### src/rtl/id_ex_ctrl_pipe_pkg.sv
// Shared definitions for the ID/EX control stage: FSM encoding, drain timer width
// and the layout of the opaque decoded control bundle.
package id_ex_ctrl_pipe_pkg;

    typedef enum logic [1:0] {
        ST_RUN    = 2'd0,
        ST_DRAIN  = 2'd1,
        ST_HALTED = 2'd2
    } pipe_state_t;

    localparam int DRAIN_CNT_W = 4;

    // Field offsets inside the 24-bit control bundle, shared by decode and EX
    localparam int CTRL_ALU_OP_LSB    = 0;
    localparam int CTRL_ALU_OP_W      = 5;
    localparam int CTRL_ALU_SRC_BIT   = 5;
    localparam int CTRL_MEM_WRITE_BIT = 6;
    localparam int CTRL_BRANCH_BIT    = 7;
    localparam int CTRL_JUMP_BIT      = 8;
    localparam int CTRL_IMM_LSB       = 9;
    localparam int CTRL_IMM_W         = 15;

endpackage

### src/rtl/id_ex_ctrl_pipe_load_use_detect.sv
// Load-use hazard compare between the instruction in ID and a load sitting in EX.
// Purely combinational so forwarding logic can reuse the same specifier match.
module load_use_detect #(
    parameter int REG_AW = 3
) (
    input  logic              id_valid,
    input  logic [REG_AW-1:0] id_rs,
    input  logic [REG_AW-1:0] id_rt,
    input  logic              id_uses_rs,
    input  logic              id_uses_rt,
    input  logic              ex_valid,
    input  logic              ex_mem_read,
    input  logic              ex_reg_write,
    input  logic [REG_AW-1:0] ex_dst,
    output logic              hz
);

    logic rs_match;
    logic rt_match;

    // No register is exempt: r0 is treated like any other destination
    assign rs_match = id_uses_rs & (id_rs == ex_dst);
    assign rt_match = id_uses_rt & (id_rt == ex_dst);

    assign hz = id_valid & ex_valid & ex_mem_read & ex_reg_write & (rs_match | rt_match);

endmodule

### src/rtl/id_ex_ctrl_pipe.sv
// Registered decode-to-execute control stage with load-use bubbles, flush squash
// and a timed halt drain before reporting the processor as halted.
//
//   state     | meaning
//   ----------+--------------------------------------------------------------
//   ST_RUN    | normal issue; accepts instructions from ID
//   ST_DRAIN  | halt is in EX; only bubbles issue while older instrs retire
//   ST_HALTED | pipeline empty, halted=1; left only through reset
module id_ex_ctrl_pipe
    import id_ex_ctrl_pipe_pkg::*;
#(
    parameter int CTRL_W       = 24,
    parameter int REG_AW       = 3,
    parameter int DRAIN_CYCLES = 3
) (
    input  logic              clk,
    input  logic              rst_n,
    input  logic              id_valid,
    input  logic [CTRL_W-1:0] id_ctrl,
    input  logic [REG_AW-1:0] id_rs,
    input  logic [REG_AW-1:0] id_rt,
    input  logic              id_uses_rs,
    input  logic              id_uses_rt,
    input  logic [REG_AW-1:0] id_dst,
    input  logic              id_reg_write,
    input  logic              id_mem_read,
    input  logic              id_halt,
    input  logic              flush,
    output logic              id_stall,
    output logic              ex_valid,
    output logic [CTRL_W-1:0] ex_ctrl,
    output logic [REG_AW-1:0] ex_dst,
    output logic              ex_reg_write,
    output logic              ex_mem_read,
    output logic              ex_halt,
    output logic              halted
);

    pipe_state_t            state;
    pipe_state_t            state_nxt;
    logic [DRAIN_CNT_W-1:0] drain_cnt;
    logic [DRAIN_CNT_W-1:0] drain_cnt_nxt;
    logic                   hz;
    logic                   accept;

    load_use_detect #(.REG_AW(REG_AW)) u_load_use_detect (
        .id_valid     (id_valid),
        .id_rs        (id_rs),
        .id_rt        (id_rt),
        .id_uses_rs   (id_uses_rs),
        .id_uses_rt   (id_uses_rt),
        .ex_valid     (ex_valid),
        .ex_mem_read  (ex_mem_read),
        .ex_reg_write (ex_reg_write),
        .ex_dst       (ex_dst),
        .hz           (hz)
    );

    assign accept   = id_valid & ~hz & ~flush & (state == ST_RUN);
    // A flushed instruction is dropped, so it must not also hold the front end
    assign id_stall = (hz & ~flush) | (state != ST_RUN);
    assign halted   = (state == ST_HALTED);

    always_ff @(posedge clk) begin
        if (!rst_n) begin
            state     <= ST_RUN;
            drain_cnt <= '0;
        end else begin
            state     <= state_nxt;
            drain_cnt <= drain_cnt_nxt;
        end
    end

    always_comb begin
        state_nxt     = state;
        drain_cnt_nxt = drain_cnt;
        case (state)
            ST_RUN: begin
                if (accept && id_halt) begin
                    state_nxt     = ST_DRAIN;
                    drain_cnt_nxt = DRAIN_CNT_W'(DRAIN_CYCLES - 1);
                end
            end
            ST_DRAIN: begin
                if (drain_cnt == '0) begin
                    state_nxt = ST_HALTED;
                end else begin
                    drain_cnt_nxt = drain_cnt - 1'b1;
                end
            end
            ST_HALTED: state_nxt = ST_HALTED;
            default:   state_nxt = ST_RUN;
        endcase
    end

    always_ff @(posedge clk) begin
        if (!rst_n || !accept) begin
            ex_valid     <= 1'b0;
            ex_ctrl      <= '0;
            ex_dst       <= '0;
            ex_reg_write <= 1'b0;
            ex_mem_read  <= 1'b0;
            ex_halt      <= 1'b0;
        end else begin
            ex_valid     <= 1'b1;
            ex_ctrl      <= id_ctrl;
            ex_dst       <= id_dst;
            ex_reg_write <= id_reg_write;
            ex_mem_read  <= id_mem_read;
            ex_halt      <= id_halt;
        end
    end

endmodule
### config.mk
export PLATFORM = sky130hd
export DESIGN_NAME = id_ex_ctrl_pipe
export DESIGN_NICKNAME = d
export VERILOG_FILES = /design/src/rtl/id_ex_ctrl_pipe_pkg.sv /design/src/rtl/id_ex_ctrl_pipe_load_use_detect.sv /design/src/rtl/id_ex_ctrl_pipe.sv
export SDC_FILE = /design/constraint.sdc
export NUM_CORES = 1
export LEC_CHECK = 0
export ABC_AREA = 1
export CORE_ASPECT_RATIO = 0.5
export CORE_UTILIZATION = 41
export CTS_CLUSTER_SIZE = 28
export DETAILED_ROUTE_END_ITERATION = 8
export PLACE_DENSITY = 0.89
export SLEW_MARGIN = 20
export SYNTH_ARGS = -nofsm -noshare
export SYNTH_HDL_FRONTEND = slang
export SYNTH_SLANG_ARGS = --single-unit
### constraint.sdc
create_clock -name clk -period 3.2 [get_ports clk]
set_clock_uncertainty 0.15 [all_clocks]
set_input_delay 0.32 -clock clk [delete_from_list [all_inputs] [get_ports clk]]
set_output_delay 0.32 -clock clk [all_outputs]
set_load 0.005 [all_outputs]
==> flow_summary.yaml <==
global_route:
  antenna_found_initial: 0
  global_route.overflow_total: 0
  global_route_wire_length_before_repair_mm: 6.01
  grtUsageTotal_pct: 21.8
  grt_pass1_vias: 1374
  grt_start_max_net_pins: 17
logic_synthesis:
  netlist_top_cells_area: "dfxtp_1 52%, nor2_1 13%, inv_1 13%"
  ys_types: 14
  synth-compound-area-share_pct: 2.46
  synthesis.instances: 194
  yosys.area_share.adder_pct: 4.40
  count_of_state_elements_after_synthesis: 37
  netlist_area_um2: 1420
  synth.top_cell.area_share_pct: 52.1
  muxShareOfSynthArea_pct: 0
  yosys.area_share.xor_xnor_pct: 0
  synth-simple-area-share_pct: 26.6
  synth_top_family_by_area: "simple AND/OR/NAND/NOR gates"
  synthesis.area_per_instance_um2: 7.33
  edff_count_synth: 0
  postSynth.topFlopCell: "dfxtp_1"
  yosysMostFrequentCell: "nor2_1"
  synth.top_cells.by_count: "50 x nor2_1, 48 x inv_1, 37 x dfxtp_1"
  async_flop_share_pct: 0
  number_of_nets_in_the_synthesized_netlist: 241
  seq_total_area_yosys_pct: 52.1
  ys.warnings.count: 0
  synth.largest_area_cell: "dfxtp_1"
floorplanning:
  fp.coreArea_um2: 3150
  design.die.area_um2: 3720
  pin_count: 75
  initial_utilization_pct: 45.1
  fp.dieW_um: 85.3
  rows: 14
  chipHeight_um: 43.7
setup_path:
  crit_chain: "clkdlybuf4s50_1, inv_1, nand2_1, nand2_1, nor2_1, nand2_1, nand2_1, nand2_2, o21ai_0, clkdlybuf4s50_1"
  reg2reg_from: "state[1]"
  cp_top_family: "buffers and inverters"
  cp_data_required_time_ns: 2.73
  worst_path_most_repeated_cell: "nand2_1"
  timing.rr.end: "ex_ctrl[7]"
  timing.critical_path.from: "id_rt[0]"
  critical_path_fanout_max: 3
  worst_setup_path_end_kind: "primary output"
  worst_setup_path_start_kind: "primary input"
  critPathMaxStageDelay_ns: 0.55
  timing.critical_path.depth: 10
  critPathSlowestCell: "clkdlybuf4s50_1"
  worst_setup_path_endpoint: "id_stall"
  crit_buf_inv: 3
  cp_data_arrival_time_ns: 2.05
  timing_worst_setup_path_type: "in -> out"
  worst_r2r_path_depth: 7
  worst-r2r-setup-slack_ns: 0.98
sta:
  timing.final.crit_period_ns: 2.52
  final.hold.worst_slack_ns: 0.342
  setup_viol: 0
  fmax_mhz: 397
  grt_setup_unrepaired: "false"
  timing_worst_slew_pin_value_ns: 0.636
  drv_slew: 0
  final-hold-violation-count: 0
  final_min_period_over_clock_period_pct: 78.7
  final.setup.tns_ns: 0
  setup_ws_ns: 0.680
  maxSlewHeadroom_pct: 57.5
final_layout:
  layout.filler_cells: 230
  final_layout_size_suffix_gt1_share_pct: 5.84
  flow.area_growth_from_synthesis_pct: 60.6
  layout.cell_area.non_filler_um2: 2280
  antennaDiodeCount: 0
  finalNetCount: 320
drt:
  antenna_left: 0
  detailedRoute.firstIterationViolations: 54
  post_drt_via_cell_ratio: 4.32
  drt_pass1_iterations: 4
  wirelength_routed_mm: 3.79
  wl_per_cell_um: 12.1
  route.vias.total: 1357
  drcViolationCount: 0
clocking:
  clk_root_buffer_cell: "clkbuf_8"
  postCtsSetupRepairBufs: 0
  cts-hold-fix-buffers: 0
  ctsLongestPathBuffers: 2
  post_cts.resized_instances: 0
  tritoncts_clock_tree: "built"
  cts_inserted_buffers: 5
  clock_sinks: 37
  clk_transition_reported_paths_ns: 0.07
  htreeDepth: 2
  worst_skew_pair.late_latency_ns: 0.28
power_and_ir_drop:
  power_density_nw_per_um2: 545
  clock_power_share_pct: 25.6
  switching_share_pct: 31.8
  netSwitchingPower_uw: 396
  p_leak_nw: 1.12
  combinationalPowerShare_pct: 31.9
  report.power.total_mw: 1.25
  p_int_uw: 849
  power.ir.vdd_worst_mv: 0.299
  portion_of_total_power_attributed_to_sequential_cells_pct: 42.5
min_path:
  min_from: "drain_cnt[3]"
  hold_class: "reg -> reg"
  whs_path_depth: 2
place:
  place_worst_setup_slack_ns: 0.843
  place.detailed.hpwl_mm: 2.54
  standard_cell_area_after_detailed_placement_um2: 2200
  place.gp.congestion: 0.841
  io_buffer_count: 74
outcome:
  run_status: "completed"
flow_run:
  cap_violations: 0
## stage by stage
stage | util (%) | instances
global placement | 69.7 | 306
finish | 72.5 | 314
detailed placement | 69.7 | 306
floorplan | - | 194
CTS | 72.5 | 314
global route | 72.5 | 314
## cells in the final DEF, fill, tap and decap left out
cell type / Yosys / final
buf_4: 3 / 1
clkbuf_8: 0 / 5
o21ai_1: 1 / 1
dfxtp_1: 37 / 37
ha_1: 5 / 5
clkdlybuf4s50_1: 0 / 74
inv_2: 1 / 1
nand2_2: 4 / 4
nand3_1: 5 / 5
clkinv_2: 0 / 2
nand3_2: 1 / 1
nor3_2: 1 / 1
o21ai_0: 3 / 3
nand2_1: 32 / 32
a21oi_1: 3 / 3
nor2_1: 50 / 50
inv_1: 48 / 48
clkinvlp_4: 0 / 1
## registers in the layout, summed over array words and instances (netlist names)
name and cells:
state 2, ex_dst 3, ex_halt 1, ex_ctrl 24, ex_valid 1, drain_cnt 4, ex_mem_read 1, ex_reg_write 1
## cells by family after synthesis
| group | Yosys count |
|---|---|
| and+or+nand+nor | 93 |
| buffers and inverters | 52 |
| DFF | 37 |
| adders and majority gates | 5 |
| AOI/OAI and AO/OA | 7 |
## per-layer routing
layer / track usage, % / share of wire [%]
met1: 21.1 / 40
met2: 44.0 / 55
met3: 5.52 / 2.9
met5: 0 / 0
met4: 12.0 / 2.4
## how the worst min path moves through the flow
stage,end,slack (ns)
floorplan,ex_ctrl[0],0.28
global placement,drain_cnt[3],0.31
detailed placement,drain_cnt[3],0.32
CTS,drain_cnt[3],0.34
global route,drain_cnt[3],0.35
finish,drain_cnt[3],0.34
## worst register-to-register path, delay by kind of cell, from the launching register on
kind | cells | cell delay [ns]
adders and majority gates | 1 | 0.24
buffers and inverters | 3 | 0.62
DFF | 1 | 0.31
and+or+nand+nor | 3 | 0.85
## power by group through the flow
stage / Combinational, mW / Sequential, mW / Clock, mW
floorplan: 0.226 / 0.539 / 0
global placement: 0.377 / 0.537 / 0
detailed placement: 0.389 / 0.539 / 0
CTS: 0.399 / 0.529 / 0.327
global route: 0.445 / 0.533 / 0.346
finish: 0.397 / 0.529 / 0.319
## layout make-up
class | count | area (µm²) | share of cell area, %
well taps | 40 | 50.0 | 2.19
inverters | 49 | 184 | 8.05
clock inverters | 3 | 17.5 | 0.767
flip-flops and latches | 37 | 741 | 32.4
clock buffers | 5 | 68.8 | 3.01
repair buffers | 75 | 748 | 32.7
multi-input cells | 105 | 475 | 20.8
No activity file was read; power rests on OpenSTA's default activity.
